===== src/rtl/qracc_layer_sequencer.sv =====
`timescale 1ns/1ps
// Sequences one QrAcc layer per descriptor: six CSR config writes, a MAIN trigger write, busy polling, done/error report.
// Latency: first CSR request 1 cycle after descriptor accept; done_o 1 cycle after the not-busy poll response.
// Backpressure: each bus request is held stable until sampled with ready; descriptors are only accepted while idle.
// Bus packing: bus_req_o = {addr[31:0], data_in[31:0], wen, valid}; bus_resp_i = {ready, data_out[31:0], rd_data_valid}.
module qracc_layer_sequencer #(
    parameter logic [31:0] CSR_BASE_ADDR = 32'h0000_0010,
    parameter int unsigned POLL_GAP      = 4,
    parameter logic [15:0] TIMEOUT_POLLS = 16'hFFFF
) (
    input  logic         clk,
    input  logic         nrst,
    input  logic         desc_valid_i,
    output logic         desc_ready_o,
    input  logic [191:0] desc_cfg_i,
    input  logic [2:0]   desc_trigger_i,
    input  logic         desc_preserve_ifmap_i,
    input  logic         abort_i,
    output logic [65:0]  bus_req_o,
    input  logic [33:0]  bus_resp_i,
    output logic         busy_o,
    output logic         done_o,
    output logic         error_o,
    output logic [15:0]  layers_done_o
);

    typedef enum logic [3:0] {
        S_IDLE, S_WR_CFG, S_TRIGGER, S_GAP, S_POLL_REQ, S_POLL_WAIT, S_DONE, S_ERR, S_ABORT
    } state_t;

    // MAIN register: read request and the clear-command write (bit 3)
    localparam logic [65:0] RD_REQ    = {CSR_BASE_ADDR, 32'h0000_0000, 1'b0, 1'b1};
    localparam logic [65:0] CLEAR_REQ = {CSR_BASE_ADDR, 32'h0000_0008, 1'b1, 1'b1};

    state_t        state;
    logic [65:0]   req_q;
    logic [191:0]  cfg_q;
    logic [2:0]    trig_q;
    logic          pres_q;
    logic [2:0]    idx;
    logic [7:0]    gap_cnt;
    logic [15:0]   polls;
    logic          abort_pend;

    logic bus_ready;
    logic rd_vld;
    logic rd_busy;
    logic accept;
    logic abort_now;
    logic unused_resp;

    assign bus_ready   = bus_resp_i[33];
    assign rd_vld      = bus_resp_i[0];
    assign rd_busy     = bus_resp_i[5];    // MAIN busy bit; internal_state and the rest are don't-care
    assign unused_resp = ^{bus_resp_i[32:6], bus_resp_i[4:1]};

    assign accept       = req_q[0] & bus_ready;
    // an abort seen while a handshake is still open is remembered until that handshake closes
    assign abort_now    = abort_i | abort_pend;
    assign bus_req_o    = req_q;
    assign desc_ready_o = (state == S_IDLE);
    assign busy_o       = (state != S_IDLE);

    function automatic logic [65:0] wr_req(input logic [31:0] off, input logic [31:0] dat);
        return {CSR_BASE_ADDR + off, dat, 1'b1, 1'b1};
    endfunction

    // Layer sequencing FSM with registered bus request and status outputs
    always_ff @(posedge clk) begin
        if (!nrst) begin
            state         <= S_IDLE;
            req_q         <= '0;
            cfg_q         <= '0;
            trig_q        <= '0;
            pres_q        <= 1'b0;
            idx           <= '0;
            gap_cnt       <= '0;
            polls         <= '0;
            abort_pend    <= 1'b0;
            done_o        <= 1'b0;
            error_o       <= 1'b0;
            layers_done_o <= '0;
        end else begin
            done_o <= 1'b0;
            case (state)
                S_IDLE: begin
                    if (desc_valid_i) begin
                        cfg_q      <= desc_cfg_i;
                        trig_q     <= desc_trigger_i;
                        pres_q     <= desc_preserve_ifmap_i;
                        error_o    <= 1'b0;
                        abort_pend <= 1'b0;
                        idx        <= 3'd1;
                        req_q      <= wr_req(32'd1, desc_cfg_i[31:0]);
                        state      <= S_WR_CFG;
                    end
                end
                S_WR_CFG: begin
                    if (accept) begin
                        if (abort_now) begin
                            req_q      <= CLEAR_REQ;
                            abort_pend <= 1'b0;
                            state      <= S_ABORT;
                        end else if (idx == 3'd6) begin
                            req_q <= wr_req(32'd0, {19'b0, pres_q, 8'b0, 1'b0, trig_q});
                            state <= S_TRIGGER;
                        end else begin
                            idx   <= idx + 3'd1;
                            req_q <= wr_req({29'd0, idx} + 32'd1, cfg_q[{idx, 5'd0} +: 32]);
                        end
                    end else begin
                        abort_pend <= abort_now;
                    end
                end
                S_TRIGGER: begin
                    if (accept) begin
                        if (abort_now) begin
                            req_q      <= CLEAR_REQ;
                            abort_pend <= 1'b0;
                            state      <= S_ABORT;
                        end else begin
                            req_q   <= '0;
                            gap_cnt <= 8'(POLL_GAP);
                            polls   <= '0;
                            state   <= S_GAP;
                        end
                    end else begin
                        abort_pend <= abort_now;
                    end
                end
                S_GAP: begin
                    if (abort_now) begin
                        req_q      <= CLEAR_REQ;
                        abort_pend <= 1'b0;
                        state      <= S_ABORT;
                    end else if (gap_cnt <= 8'd1) begin
                        // counter reaching zero issues the poll, giving POLL_GAP idle cycles
                        gap_cnt <= '0;
                        req_q   <= RD_REQ;
                        state   <= S_POLL_REQ;
                    end else begin
                        gap_cnt <= gap_cnt - 8'd1;
                    end
                end
                S_POLL_REQ: begin
                    abort_pend <= abort_now;
                    if (accept) begin
                        req_q <= '0;
                        state <= S_POLL_WAIT;
                    end
                end
                S_POLL_WAIT: begin
                    if (rd_vld) begin
                        if (abort_now) begin
                            req_q      <= CLEAR_REQ;
                            abort_pend <= 1'b0;
                            state      <= S_ABORT;
                        end else if (!rd_busy) begin
                            done_o        <= 1'b1;
                            layers_done_o <= layers_done_o + 16'd1;
                            state         <= S_DONE;
                        end else if (polls == TIMEOUT_POLLS - 16'd1) begin
                            error_o <= 1'b1;
                            req_q   <= CLEAR_REQ;
                            state   <= S_ERR;
                        end else begin
                            polls   <= polls + 16'd1;
                            gap_cnt <= 8'(POLL_GAP);
                            state   <= S_GAP;
                        end
                    end else begin
                        abort_pend <= abort_now;
                    end
                end
                S_DONE: begin
                    state <= S_IDLE;
                end
                S_ERR, S_ABORT: begin
                    if (accept) begin
                        req_q <= '0;
                        state <= S_IDLE;
                    end
                end
                default: begin
                    req_q <= '0;
                    state <= S_IDLE;
                end
            endcase
        end
    end

endmodule


===== config.mk =====
export PLATFORM = sky130hd
export DESIGN_NAME = qracc_layer_sequencer
export DESIGN_NICKNAME = d
export VERILOG_FILES = /design/src/rtl/qracc_layer_sequencer.sv
export SDC_FILE = /design/constraint.sdc
export NUM_CORES = 1
export LEC_CHECK = 0
export BUFFER_PORTS_ARGS = -buffer_cell sky130_fd_sc_hd__buf_2
export CAP_MARGIN = 20
export CORE_ASPECT_RATIO = 1.5
export CORE_MARGIN = 2
export CORE_UTILIZATION = 58
export DETAILED_ROUTE_END_ITERATION = 6
export PLACE_DENSITY = 0.95
export SYNTH_ARGS = -nofsm -noshare
export SYNTH_HDL_FRONTEND = slang
export SYNTH_SLANG_ARGS = --single-unit

===== constraint.sdc =====
create_clock -name clk -period 5.65 [get_ports clk]
set_input_delay 0.2825 -clock clk [delete_from_list [all_inputs] [get_ports clk]]
set_output_delay 0.2825 -clock clk [all_outputs]
set_load 0.02 [all_outputs]

==> results of run 1 <==
routing by layer:
| metal | vias to the layer above | share of wire | routed length [microns] |
|---|---|---|---|
| met5 | - | 0.00016 | 7 |
| met4 | 2 | 0.065 | 2835 |
| met3 | 251 | 0.10 | 4445 |
| met2 | 1020 | 0.49 | 21220 |
| met1 | 6267 | 0.34 | 14940 |
| li1 | 6088 | - | - |
cell type report:
| cell class | instances | area [sq um] | area share |
|---|---|---|---|
| diodes | 9 | 22.52 | 0.001405 |
| clock buffers | 35 | 775.7 | 0.04838 |
| clock inverters | 10 | 175.2 | 0.01092 |
| inverters | 12 | 52.55 | 0.003277 |
| multi-input cells | 1176 | 6590 | 0.4110 |
| flip-flops and latches | 284 | 5690 | 0.3549 |
| well taps | 272 | 340.3 | 0.02123 |
| repair buffers | 373 | 2387 | 0.1489 |
cells in the mapped netlist, types with 2 or more instances:
library cell / count / area [sq um]
a211oi_1: 5 / 37.54
a21oi_1: 303 / 1516
a22oi_1: 6 / 45.04
a2bb2oi_1: 2 / 17.52
a311oi_1: 29 / 254.0
a31oi_1: 5 / 31.28
and2_1: 3 / 18.77
and4_1: 4 / 35.03
buf_1: 8 / 30.03
buf_2: 9 / 45.04
buf_4: 29 / 217.7
clkbuf_1: 109 / 409.1
clkinv_1: 2 / 7.510
dfxtp_1: 284 / 5685
ha_1: 7 / 87.58
inv_1: 10 / 37.54
mux2_2: 6 / 67.56
mux2i_1: 31 / 310.3
mux4_2: 30 / 675.7
nand2_1: 426 / 1599
nand2b_1: 12 / 75.07
nand3_1: 49 / 245.2
nand3b_1: 3 / 22.52
nand4_1: 12 / 75.07
nand4b_1: 2 / 17.52
nor2_1: 58 / 217.7
nor2b_1: 10 / 62.56
nor3_1: 12 / 60.06
nor3b_1: 4 / 30.03
nor4_1: 9 / 56.30
nor4bb_1: 2 / 20.02
o2111ai_1: 2 / 17.52
o211ai_1: 4 / 30.03
o21a_1: 2 / 15.01
o21ai_0: 33 / 165.2
o22ai_1: 3 / 18.77
o31ai_1: 11 / 82.58
o41ai_1: 4 / 35.03
or2_2: 3 / 18.77
or3_1: 10 / 62.56
or4_1: 14 / 105.1
xnor2_1: 9 / 78.83
xor2_1: 4 / 35.03
critical path: stages, from the launching register on:
cell      delay (ns)
dfxtp_1         0.61
nor2_1          0.27
nand2_1         0.13
clkinv_1        0.06
buf_4           0.43
and2_4          0.95
buf_4           0.60
nand2_1         0.19
a21oi_1         0.21
through the flow:
step / utilization / instances / total power [W] / worst slack, ns / area [sq um]
after floorplan: - / 1627 / 0.004354 / 2.584 / 12990
after global placement: 0.6492 / 2021 / 0.004903 / 2.426 / 14100
after detailed placement: 0.6492 / 2021 / 0.005009 / 2.327 / 14100
after CTS: 0.7363 / 2160 / 0.006997 / 2.275 / 15990
after global routing: 0.7383 / 2171 / 0.007451 / 1.655 / 16030
final: 0.7383 / 2171 / 0.007150 / 2.043 / 16030
sequential cells by signal (all words and copies together) (netlist names):
name and cells:
layers_done_o 16, pres_q 1, error_o 1, idx 3, done_o 1, bus_req_o 38
polls 16, gap_cnt 8, trig_q 3, abort_pend 1, cfg_q 192, state 4
power by group through the flow:
| stage | Clock (W) | Sequential (W) | Combinational, W |
|---|---|---|---|
| 2_1_floorplan | 0 | 0.00266 | 0.00169 |
| 3_3_place_gp | 0 | 0.00267 | 0.00223 |
| 3_5_place_dp | 0 | 0.00270 | 0.00231 |
| 4_1_cts | 0.00196 | 0.00266 | 0.00238 |
| 5_1_grt | 0.00205 | 0.00273 | 0.00268 |
| 6_report | 0.00196 | 0.00269 | 0.00250 |
how the worst max path moves through the flow:
stage	from	to	slack (ns)
after CTS	state[0]	cfg_q[59]	2.27
after detailed placement	state[0]	cfg_q[69]	2.33
after global routing	state[0]	cfg_q[28]	1.65
after global placement	state[0]	cfg_q[138]	2.43
final	state[0]	cfg_q[59]	2.04
after floorplan	idx[0]	bus_req_o[5]	2.58
logic make-up (layout without fill, tap and decap cells):
group	Yosys count	in the layout
AO/OA/AOI/OAI	421	421
flip-flops	284	284
multiplexers	67	67
AND/OR/NAND/NOR	640	640
other	1	36
buffers and inverters	167	430
adder cells (fa/ha/maj)	7	7
XOR/XNOR	14	14
==> run_results.csv, run 1 <==
group,metric,value,unit
clock_tree,cts_sinks,284,
routing,post_drt_wl_per_cell,20.02,microns
power,p_int,0.004426,W
power,clkPwrFrac,0.275,
yosys,ys.flop_type,"dfxtp_1",
floorplanning,dieArea,23460,sq um
worst_setup_path,worst_ep_arrival_time,4.05,ns
timing,slew_headroom,0.2871,
finish,fin_nets,2114,
global_route,use_met3,0.06594,
floorplanning,initial_core_util,0.5936,
power,p_sw,0.002725,W
power,sw_frac_of_total,0.3811,
min_path,hold_path.class,"in -> reg",
worst_setup_path,critPathMaxFanout,96,
clock_tree,cts_buffers,26,
routing,vias,13630,
power,power_frac_seq,0.376,
global_route,grt_util_all_layers,0.3563,
timing,tightest_slew,1.069,ns
yosys,yosys_warnings,0,
global_route,antenna_found_initial,10,
clock_tree,worstSkewPairLatency,0.54,ns
global_route,grt_busiest_layer,"met2",
timing,period_needed,3.607,ns
clock_tree,cts_tree,"built",
min_path,hold-path-endpoint,"cfg_q[72]",
clock_tree,ctsHtreeMaxLevel,1,
routing,routed_wl,43.46,mm
clock_tree,cts.path.max_buffers,3,
floorplanning,die_x,125.7,microns
timing,hold_viol_final,1,
timing,setup_viol,0,
clock_tree,cts_setup_buffers,0,
yosys,ys_seq_area_frac,0.4410,
worst_setup_path,rr_worst_depth,8,
timing,fin_tns_setup,0,ns
power,pwr_density_cell,445.9,nW/um^2
finish,layout-drive-gt1-share,0.1974,
clock_tree,cts_resized,0,
run_status,violations,"design-rule violations, negative hold slack",
routing,drt_iter0_markers,1660,
worst_setup_path,worstReg2RegStart,"state[0]",
yosys,synth_top_family_by_area,"simple AND/OR/NAND/NOR gates",
yosys,synthXorXnorAreaFrac,0.01058,
timing,fin_skew,0.01674,ns
worst_setup_path,timing.critical_path.to_type,"register",
power,combPwrFrac,0.349,
clock_tree,hold_buffers,94,
placed_design,dpl.hpwl,25.46,mm
worst_setup_path,reg2reg_slack,2.04,ns
yosys,synthesis.area,12890,sq um
min_path,min_from,"desc_cfg_i[72]",
global_route,use_met1,0.4243,
run,cap_violations,0,
yosys,synth_simple_gate_area_frac,0.2162,
yosys,netlist_instances,1601,
yosys,syn_area_per_cell,8.053,sq um
yosys,synthAdderAreaFrac,0.006793,
worst_setup_path,startpoint_type,"register",
yosys,synth-async-reset-ratio,0,
finish,final_cell_mix,"nand2_1 (425), a21oi_1 (303), dfxtp_1 (282), buf_2 (261), dlygate4sd3_1 (96)",
global_route,grt_max_degree,177,
global_route,grt_pass1_vias,13500,
global_route,grt.overflow.total,0,
routing,final_antenna_net_count,0,
yosys,synth-compound-area-share,0.1855,
floorplanning,core,21720,sq um
floorplanning,std_cell_rows,66,
yosys,synth_edf_count,0,
min_path,hold_depth,3,
yosys,synth.area.mux_share,0.08172,
finish,mostFrequentLayoutCell,"nand2_1",
floorplanning,ios,320,
finish,fillers,1420,
routing,vias_per_cell,6.277,
worst_setup_path,timing.rr.end,"cfg_q[59]",
global_route,grt_use_met2,0.5994,
placed_design,portBuffers,261,
global_route,grt_pass1_wl,68.68,mm
yosys,ys_seq_elements,284,
clock_tree,root_buffer,"clkbuf_16",
placed_design,gp_congestion,0.9013,
power,p_leak,6.186,nW
power,ir_worst_vdd,0.3552,mV
clock_tree,cts.clk_slew.worst_paths,0.07,ns
timing,whs,-0.006105,ns
timing,final_max_slew_viol_count,0,
run_status,status,"complete, but fails checks",
finish,syn2layout_area_growth,24.37,%
floorplanning,die_h,186.6,microns
timing,fmax,0.2772,GHz
routing,drt_first_pass_iters,7,
worst_setup_path,required,6.09,ns
worst_setup_path,criticalPathCategory,"reg -> reg",
timing,finalCritPeriodShare,0.6384,
yosys,synth_cell_types,64,
routing,drc,7,
timing,rsz0062_at_grt,"false",
No activity file was read; power rests on OpenSTA's default activity.
==> run 2: changes to the inputs <==
- CORE_UTILIZATION: 58 -> 48
- PLACE_DENSITY: 0.95 -> 0.86
- clock period: 5.65 -> 3.2 ns (I/O delays scaled with it)
==> run_results.csv, run 2 (synthesis gave the netlist of run 1 again) <==
group,metric,value,unit
placed_design,place_inst,2096,
timing,slew_headroom,0.4022,
min_path,hold_path.class,"in -> reg",
timing,finalCritPeriodShare,0.9042,
timing,final_max_slew_viol_count,0,
floorplanning,dieArea,28210,sq um
routing,drc,0,
finish,final_cell_mix,"nand2_1 (425), a21oi_1 (303), dfxtp_1 (282), buf_2 (261), dlygate4sd3_1 (198)",
timing,period_needed,2.893,ns
global_route,grt_max_degree,135,
routing,final_antenna_net_count,0,
run,cap_violations,0,
timing,whs,0.07932,ns
worst_setup_path,criticalPathCategory,"reg -> reg",
min_path,min_from,"abort_i",
placed_design,portBuffers,261,
floorplanning,std_cell_rows,73,
finish,regArea,5690,sq um
worst_setup_path,critPathMaxStageDelay,0.56,ns
floorplanning,core,26490,sq um
finish,syn2layout_area_growth,33.79,%
worst_setup_path,timing.critical_path.to_type,"register",
timing,fin_tns_setup,0,ns
power,p_leak,6.657,nW
power,pwr_density_cell,746.2,nW/um^2
run_status,status,"finished clean",
power,total_power,0.01287,W
clock_tree,cts_buffers,26,
clock_tree,cts.path.max_buffers,3,
clock_tree,root_buffer,"clkbuf_16",
finish,fillers,1944,
worst_setup_path,rr_worst_depth,6,
clock_tree,ctsHtreeMaxLevel,1,
routing,drt_iter0_markers,1652,
routing,post_drt_wl_per_cell,20.86,microns
finish,layout-drive-gt1-share,0.1912,
global_route,antenna_found_initial,6,
global_route,grt_pass1_wl,75.15,mm
worst_setup_path,path_buf_inv,1,
finish,stdcell_area,17250,sq um
routing,vias,14280,
timing,fmax,0.3456,GHz
worst_setup_path,reg2reg_slack,0.31,ns
floorplanning,ios,320,
finish,mostFrequentLayoutCell,"nand2_1",
placed_design,gp_congestion,0.9081,
min_path,hold-path-endpoint,"error_o",
timing,rsz0062_at_grt,"false",
worst_setup_path,worst_ep_arrival_time,3.29,ns
worst_setup_path,required,3.60,ns
worst_setup_path,startpoint_type,"register",
timing,tightest_slew,0.8851,ns
routing,vias_per_cell,6.086,
worst_setup_path,crit_slowest_cell,"or4_4",
finish,largest_reg_flops,192,
clock_tree,cts_setup_buffers,0,
finish,multi_input_area,6590,sq um
clock_tree,cts_sinks,284,
clock_tree,cts_tree,"built",
worst_setup_path,path_cells,"or4_4 -> o41a_4 -> a221o_1 -> nor2_2 -> buf_4 -> a311oi_1",
global_route,grt_pass1_vias,14100,
global_route,grt_util_all_layers,0.3445,
clock_tree,worstSkewPairLatency,0.55,ns
finish,fin_nets,2226,
placed_design,place_area,14330,sq um
worst_setup_path,timing.rr.end,"bus_req_o[7]",
timing,setup_viol,0,
finish,regMostFlops,"cfg_q",
worst_setup_path,critPathMaxFanout,27,
min_path,hold_depth,4,
finish,final_cells,2347,
worst_setup_path,path_depth,6,
global_route,grt.overflow.total,0,
worst_setup_path,crit_family,"compound AO/OA/AOI/OAI gates",
placed_design,dpl.hpwl,25.86,mm
routing,drt_first_pass_iters,6,
power,ir_worst_vdd,0.4719,mV
floorplanning,die_x,137.8,microns
worst_setup_path,worstReg2RegStart,"gap_cnt[4]",
timing,fin_skew,0.007368,ns
timing,hold_viol_final,0,
routing,routed_wl,48.96,mm
floorplanning,initial_core_util,0.4867,
floorplanning,die_h,204.7,microns
clock_tree,cts.clk_slew.worst_paths,0.07,ns
-- run 2: cell count changes in the layout (fill, tap and decap cells not counted) --
cell           change
dlygate4sd3_1    +102
buf_12             +6
buf_4              +4
clkinvlp_4         +4
clkinv_2           -3
bufinv_16          -2
diode_2            -2
clkbuf_1           +1
clkinv_4           +1
-- run 2: layout make-up --
cell class,count,share of cell area
Sequential cell,284,0.3299
Timing Repair Buffer,485,0.2063
Clock buffer,36,0.04519
Tap cell,337,0.02445
Clock inverter,10,0.008052
Multi-Input combinational cell,1176,0.3821
Antenna cell,7,0.001016
Inverter,12,0.003047
-- run 2: what timing repair did --
item                      4_1_cts  5_1_grt
hold endpoints to repair      225        0
hold buffers                  198        0
gates resized for setup         0        0
-- run 2: routing by layer --
metal,track usage,share of wire
met3,0.06607,0.090
met1,0.4057,0.36
met5,0.003704,0
met2,0.5736,0.48
met4,0.2099,0.071
-- run 2: worst max path at each step --
| stage | startpoint | endpoint | slack [ns] |
|---|---|---|---|
| after global placement | gap_cnt[4] | bus_req_o[8] | 0.45 |
| after global routing | state[1] | bus_req_o[7] | 0.18 |
| after detailed placement | gap_cnt[4] | bus_req_o[20] | 0.39 |
| final | gap_cnt[4] | bus_req_o[7] | 0.31 |
| after CTS | gap_cnt[4] | bus_req_o[30] | 0.38 |
| after floorplan | idx[0] | bus_req_o[5] | 0.13 |
-- run 2: report_power, final --
group / switching [W] / total [W] / internal (W)
combinational: 0.00314 / 0.00486 / 0.00172
sequential: 0.000432 / 0.00463 / 0.00420
clock: 0.00144 / 0.00338 / 0.00194
total: 0.00501 / 0.0129 / 0.00786
-- run 2: tightest hold or removal path: cells and delay by family --
family	cells	cell delay, ns
AO/OA/AOI/OAI	1	0.14
AND/OR/NAND/NOR	2	0.13
buffers and inverters	1	0.14
-- run 2: metrics by stage --
stage	setup slack, ns	utilization
after global routing	0.1837	0.6511
after detailed placement	0.3937	0.5410
after floorplan	0.1345	-
final	0.3065	0.6512
after CTS	0.3769	0.6505
after global placement	0.4508	0.5410
==> run 3: changes to the inputs <==
- MAX_ROUTING_LAYER: unset -> met4
==> run_results.csv, run 3 (synthesis gave the netlist of run 1 again) <==
group,metric,value,unit
run_status,status,"finished clean",
worst_setup_path,worst_ep_arrival_time,3.33,ns
floorplanning,std_cell_rows,73,
timing,final_max_slew_viol_count,0,
finish,fillers,1968,
worst_setup_path,critPathMaxFanout,27,
placed_design,portBuffers,261,
worst_setup_path,criticalPathCategory,"reg -> reg",
clock_tree,cts_resized,0,
timing,tightest_slew,0.8439,ns
floorplanning,ios,320,
timing,period_needed,2.904,ns
floorplanning,die_h,204.7,microns
routing,vias,14200,
timing,fin_skew,0.02580,ns
routing,top_layer,"met4",
finish,layout-drive-gt1-share,0.1907,
finish,final_cells,2355,
finish,fin_nets,2228,
power,p_leak,6.652,nW
worst_setup_path,timing.critical_path.to_type,"register",
timing,fin_tns_setup,0,ns
power,total_power,0.01270,W
routing,vias_per_cell,6.028,
finish,regMostFlops,"cfg_q",
global_route,grt.overflow.total,0,
worst_setup_path,startpoint_type,"register",
floorplanning,die_x,137.8,microns
timing,slew_headroom,0.4301,
placed_design,place_inst,2096,
clock_tree,ctsHtreeMaxLevel,1,
power,ir_worst_vdd,0.5356,mV
finish,syn2layout_area_growth,33.65,%
clock_tree,root_buffer,"clkbuf_16",
placed_design,dpl.hpwl,25.70,mm
clock_tree,cts.path.max_buffers,3,
clock_tree,cts_setup_buffers,0,
finish,stdcell_area,17230,sq um
global_route,grt_util_all_layers,0.3458,
clock_tree,worstSkewPairLatency,0.57,ns
finish,final_cell_mix,"nand2_1 (425), a21oi_1 (303), dfxtp_1 (282), buf_2 (261), dlygate4sd3_1 (198)",
routing,drt_first_pass_iters,6,
clock_tree,cts_sinks,284,
clock_tree,cts.clk_slew.worst_paths,0.08,ns
timing,finalCritPeriodShare,0.9076,
timing,fmax,0.3443,GHz
global_route,grt_max_degree,141,
routing,drc,0,
global_route,antenna_found_initial,7,
clock_tree,cts_buffers,27,
global_route,grt_pass1_wl,73.97,mm
global_route,grt_pass1_vias,14000,
routing,post_drt_wl_per_cell,20.28,microns
routing,drt_iter0_markers,1592,
routing,routed_wl,47.77,mm
routing,wl_met2,23.17,mm
routing,dr_wl_met3,4.172,mm
power,pwr_density_cell,737.1,nW/um^2
finish,largest_reg_flops,192,
floorplanning,dieArea,28210,sq um
min_path,hold_path.class,"in -> reg",
routing,final_antenna_net_count,0,
run,cap_violations,0,
floorplanning,initial_core_util,0.4867,
finish,mostFrequentLayoutCell,"nand2_1",
clock_tree,cts_tree,"built",
placed_design,gp_congestion,0.9371,
floorplanning,core,26490,sq um
timing,rsz0062_at_grt,"false",
routing,wl_met1,16.87,mm
clock_tree,hold_buffers,198,
worst_setup_path,required,3.63,ns
placed_design,place_area,14310,sq um
timing,hold_viol_final,0,
timing,setup_viol,0,
## run 3: changes by cell type in the layout (fill, tap and decap cells not counted), sizes merged
cell      change
buf           +1
bufinv        -2
clkbuf        +6
clkinv        +1
clkinvlp      -2
diode         +3
inv           +1
## run 3: path summary, 6_finish.rpt
path | cells after the start | slack (ns) | from | to
max | 6 | 0.30 | state[0] | bus_req_o[28]
min | 4 | 0.06 | abort_i | error_o
max reg2reg | 6 | 0.30 | state[0] | bus_req_o[28]
min reg2reg | 2 | 0.45 | cfg_q[96] | cfg_q[96]
## run 3: worst max-delay path: stages (launching register included)
cell,delay (ns)
dfxtp_1,0.64
xnor3_1,0.48
o21ai_0,0.35
a221o_1,0.52
nor2_2,0.08
buf_4,0.27
a311oi_1,0.42
## run 3: metrics by stage
step | utilization | hold WS [ns] | worst slack (ns)
final | 0.6505 | 0.05707 | 0.2957
after global routing | 0.6503 | 0.08585 | 0.1388
after CTS | 0.6485 | 0.03489 | 0.4275
after detailed placement | 0.5401 | 0.4063 | 0.4409
after global placement | 0.5401 | 0.4012 | 0.4657
after floorplan | - | 0.2960 | 0.1345
## run 3: layout make-up
type	instances	area [sq um]	area share
multi-input cells	1176	6590	0.3825
inverters	12	52.55	0.003050
well taps	337	421.7	0.02447
diodes	10	25.02	0.001452
clock buffers	42	812.0	0.04713
flip-flops and latches	284	5690	0.3303
clock inverters	8	77.57	0.004502
repair buffers	486	3561	0.2067
## run 3: routing by layer
| metal | vias to the layer above | global-route usage |
|---|---|---|
| li1 | 6319 | - |
| met1 | 6548 | 0.3864 |
| met2 | 995 | 0.5679 |
| met3 | 333 | 0.06261 |
| met4 | 0 | 0.2132 |
| met5 | - | - |
## run 3: where the power goes
part	internal, W	switching (W)	total, W	leakage [nW]
sequential	0.00420	0.000452	0.00465	2.32
combinational	0.00170	0.00307	0.00478	3.89
clock	0.00183	0.00144	0.00327	0.433
